$ cat src/rtl/ext_pipe.sv
// rtl/ext_pipe.sv - registered immediate/data extender with valid/ready and one-entry skid buffer
module ext_pipe #(
  parameter int IN_W      = 16,
  parameter int OUT_W     = 32,
  parameter int ERR_CNT_W = 8
) (
  input  logic                 clk,
  input  logic                 reset_n,
  input  logic                 in_valid,
  output logic                 in_ready,
  input  logic [IN_W-1:0]      in_imm,
  input  logic [2:0]           in_mode,
  input  logic                 flush,
  output logic                 out_valid,
  input  logic                 out_ready,
  output logic [OUT_W-1:0]     out_data,
  output logic                 out_err,
  output logic [ERR_CNT_W-1:0] err_cnt
);

  localparam int H = OUT_W - IN_W;

  logic [OUT_W-1:0] zext, sext, res_data;
  logic             res_err;
  logic             accept, load;
  logic             skid_valid;
  logic [OUT_W-1:0] skid_data;
  logic             skid_err;

  assign zext = {{H{1'b0}}, in_imm};
  assign sext = {{H{in_imm[IN_W-1]}}, in_imm};

  always_comb begin
    res_data = '0;
    res_err  = 1'b0;
    case (in_mode)
      3'd0:    res_data = zext;
      3'd1:    res_data = sext;
      3'd2:    res_data = zext << H;
      3'd3:    res_data = {{(OUT_W-8){in_imm[7]}}, in_imm[7:0]};
      3'd4:    res_data = {{(OUT_W-8){1'b0}}, in_imm[7:0]};
      3'd5:    res_data = sext << 2;
      default: res_err  = 1'b1;
    endcase
  end

  // in_ready comes straight from the skid flop, so it never depends on out_ready combinationally.
  assign in_ready = ~skid_valid;
  assign accept   = in_valid & in_ready & ~flush;
  assign load     = ~out_valid | out_ready;

  always_ff @(posedge clk or negedge reset_n) begin
    if (!reset_n) begin
      out_valid  <= 1'b0;
      out_data   <= '0;
      out_err    <= 1'b0;
      skid_valid <= 1'b0;
      skid_data  <= '0;
      skid_err   <= 1'b0;
      err_cnt    <= '0;
    end else if (flush) begin
      out_valid  <= 1'b0;
      skid_valid <= 1'b0;
    end else begin
      if (load) begin
        if (skid_valid) begin
          out_valid  <= 1'b1;
          out_data   <= skid_data;
          out_err    <= skid_err;
          skid_valid <= 1'b0;
        end else if (accept) begin
          out_valid <= 1'b1;
          out_data  <= res_data;
          out_err   <= res_err;
        end else begin
          out_valid <= 1'b0;
        end
      end else if (accept) begin
        skid_valid <= 1'b1;
        skid_data  <= res_data;
        skid_err   <= res_err;
      end
      if (accept && res_err && !(&err_cnt))
        err_cnt <= err_cnt + {{(ERR_CNT_W-1){1'b0}}, 1'b1};
    end
  end

endmodule

$ cat config.mk
export PLATFORM = sky130hd
export DESIGN_NAME = ext_pipe
export DESIGN_NICKNAME = d
export VERILOG_FILES = /design/src/rtl/ext_pipe.sv
export SDC_FILE = /design/constraint.sdc
export NUM_CORES = 1
export LEC_CHECK = 0
export BUFFER_PORTS_ARGS = -buffer_cell sky130_fd_sc_hd__buf_2
export CAP_MARGIN = 10
export CORE_MARGIN = 2
export CORE_UTILIZATION = 45
export CTS_CLUSTER_DIAMETER = 30
export DETAILED_ROUTE_END_ITERATION = 10
export PLACE_DENSITY = 0.74
export SLEW_MARGIN = 20
export SYNTH_ARGS = -nofsm -noshare
export SYNTH_HDL_FRONTEND = slang
export SYNTH_SLANG_ARGS = --single-unit
$ cat constraint.sdc
create_clock -name clk -period 2.1 [get_ports clk]
set_input_delay 0.315 -clock clk [delete_from_list [all_inputs] [get_ports clk]]
set_output_delay 0.315 -clock clk [all_outputs]
set_load 0.05 [all_outputs]
==> results_dict.tcl <==
set metrics [dict create \
    r2r_start "err_cnt[0]$_DFFE_PN0P_" \
    met2_usage 0.3054 \
    worstMarginPinSlew_ns 0.5933 \
    layout_commonest_cell "dfrtp_1" \
    pwr-share-comb 0.274 \
    cts_resized 0 \
    whs_path_depth 2 \
    overflow 0 \
    p_sw_mw 1.626 \
    syn_area_per_cell_um2 9.304 \
    relSlewSlack 0.6045 \
    clk_pin_slew_ns 0.09 \
    synth_ff_type "dfrtp_1" \
    antenna_cells 0 \
    status "completed" \
    cts.sinks 76 \
    final_antenna_net_count 0 \
    io_buffers 66 \
    crit_path_start_kind "flip-flop" \
    place_congestion 0.8097 \
    ys_ff_latch 76 \
    post-route-drc-count 0 \
    arrival_ns 2.07 \
    wirelength_mm 8.530 \
    worst_setup_path_end_kind "flip-flop" \
    ys_warn_count 0 \
    critPathKind "reg -> reg" \
    die_area_um2 9186 \
    synth_area_um2 3796 \
    clock_latency_ns 0.36 \
    cp_max_fo 5 \
    drt_pre_antenna_iters 4 \
    core-area_um2 8217 \
    cts_setup_buffers 0 \
    worst_ir_drop_vdd_mv 0.5520 \
    p_clk_frac 0.304 \
    synth-async-reset-ratio 1.000 \
    hold_path.class "in -> reg" \
    reg2reg_to "err_cnt[6]$_DFFE_PN0P_" \
    final_nets 484 \
    finalHoldViolCount 0 \
    grt_pass1_wl_mm 14.02 \
    setup_violations 0 \
    final_cell_mix "75 x dfrtp_1, 65 x buf_2, 49 x nand2_1, 36 x o21ai_1, 35 x a21oi_1" \
    hold-path-endpoint "out_valid$_DFFE_PN0N_" \
    use_met1 0.2812 \
    cts_buffers 9 \
    yosysUniqueCellTypes 42 \
    critical_path_required_ns 2.35 \
    grt_util_met3 0.04385 \
    grtUsageTotal 0.1982 \
    cts_max_path_buffers 2 \
    wl_per_cell_um 14.99 \
    first_global_vias 2885 \
    tns_ns 0 \
    ys_seq_area_frac 0.5010 \
    rrSetupSlack_ns 0.28 \
    cts_hold_buf 1 \
    rsz0062_at_grt "false" \
    busiest_layer "met2" \
    swShare 0.3649 \
    synth_edf_count 0 \
    place_area_um2 4128 \
    start_util 0.4620 \
    post_drt_via_cell_ratio 5.496 \
    dp_hpwl_mm 5.787 \
    vias 3127 \
    cts_root_buf "clkbuf_8" \
    antenna_found_initial 0 \
    syn_inst 408 \
    die_y_um 95.85 \
    power.leakage_nw 1.956 \
    cts_max_level 3 \
    reg2reg_depth 5 \
    synth_fp_nets 433 \
    maxCapViolations 0 \
    p_total_mw 4.457 \
    clock_skew_ns 0.01362 \
    hp-start "flush" \
    seq_power_share 0.421 \
    cts_tree "built" \
    fmax_ghz 0.5502 \
    finalWorstPathRequiredPeriod_ns 1.818 \
    rows 33 \
    finalCritPeriodShare 0.8656 \
    grt_max_degree 77 \
    pin_count 67 \
    drtIter0Drc 217 \
    power_density_nw_per_um2 1018 \
    die_w_um 95.85 \
    drive_gt1_frac 0.2716 \
    power.internal_mw 2.831 \
    syn2layout_area_growth_pct 15.29 \
    design_area_um2 4377 \
    report.final.slew_viol_count 0 \
]
## per-layer routing
layer	routed length (um)	up-vias
met4	78	0
met2	4078	71
met5	0	-
met1	4009	1501
li1	-	1548
met3	364	7
## worst max-delay path by stage
| stage | cells past startpoint | startpoint | end | slack (ns) |
|---|---|---|---|---|
| after detailed placement | 5 | in_mode[2] | err_cnt[5]$_DFFE_PN0P_ | 0.32 |
| after floorplan | 5 | err_cnt[0]$_DFFE_PN0P_ | err_cnt[6]$_DFFE_PN0P_ | 0.21 |
| after CTS | 5 | err_cnt[0]$_DFFE_PN0P_ | err_cnt[6]$_DFFE_PN0P_ | 0.28 |
| after global placement | 5 | in_mode[2] | err_cnt[5]$_DFFE_PN0P_ | 0.35 |
| final | 5 | err_cnt[0]$_DFFE_PN0P_ | err_cnt[6]$_DFFE_PN0P_ | 0.28 |
| after global routing | 5 | err_cnt[0]$_DFFE_PN0P_ | err_cnt[6]$_DFFE_PN0P_ | 0.16 |
## critical path, cell delays in order (launching register included)
cell and delay (ns):
dfrtp_1 0.41, ha_1 0.18, and2_1 0.20, nand4_1 0.17, nor4_1 0.37, mux2_2 0.38
## flip-flops by register name, indices dropped and copies added, names as in the netlist
| register | cells |
|---|---|
| out_data | 32 |
| skid_data | 32 |
| err_cnt | 8 |
| out_err | 1 |
| out_valid | 1 |
| skid_err | 1 |
| skid_valid | 1 |
## synth_stat cells (all sizes together) (3+ instances only)
library cell | instances | area share
inv | 11 | 0.011
nor2 | 32 | 0.032
a221oi | 6 | 0.014
o22ai | 27 | 0.044
nor2b | 4 | 0.0066
mux2 | 5 | 0.015
o21ai | 52 | 0.069
a211oi | 3 | 0.0059
a21oi | 61 | 0.11
dfrtp | 76 | 0.50
nand3 | 13 | 0.018
clkbuf | 9 | 0.0089
nor3 | 4 | 0.0082
nand2b | 8 | 0.015
buf | 25 | 0.044
nand2 | 50 | 0.050
## power groups by stage
stage	combinational, mW	sequential (mW)	clock (mW)
after CTS	1.23	1.88	1.37
final	1.22	1.88	1.36
after floorplan	0.422	2.40	0
after global routing	1.33	1.92	1.45
after global placement	1.21	1.90	0
after detailed placement	1.23	1.91	0
## kinds of logic after synthesis
group	synth area share
AOI/OAI and AO/OA	0.2488
xor gates and xnor gates	0.004615
adders and majority gates	0.003295
buffers and inverters	0.06361
DFF	0.5010
muxes	0.02010
and+or+nand+nor	0.1585
## per-stage QoR
step	util	setup WS, ns	hold WS (ns)	cells
after floorplan	-	0.2102	0.01941	408
after global placement	0.5024	0.3512	0.3594	552
after detailed placement	0.5024	0.3165	0.3622	552
after CTS	0.5327	0.2796	0.2258	569
after global routing	0.5327	0.1570	0.2357	569
final	0.5327	0.2823	0.2311	569
## final cells by class
| cell class | count | area (um^2) |
|---|---|---|
| clock buffers | 10 | 127.6 |
| clock inverters | 6 | 111.4 |
| fillers | 739 | 3840 |
| inverters | 11 | 41.29 |
| multi-input cells | 287 | 1654 |
| flip-flops and latches | 76 | 1903 |
| well taps | 105 | 131.4 |
| repair buffers | 74 | 407.9 |
(Power assumes the default switching activity.)
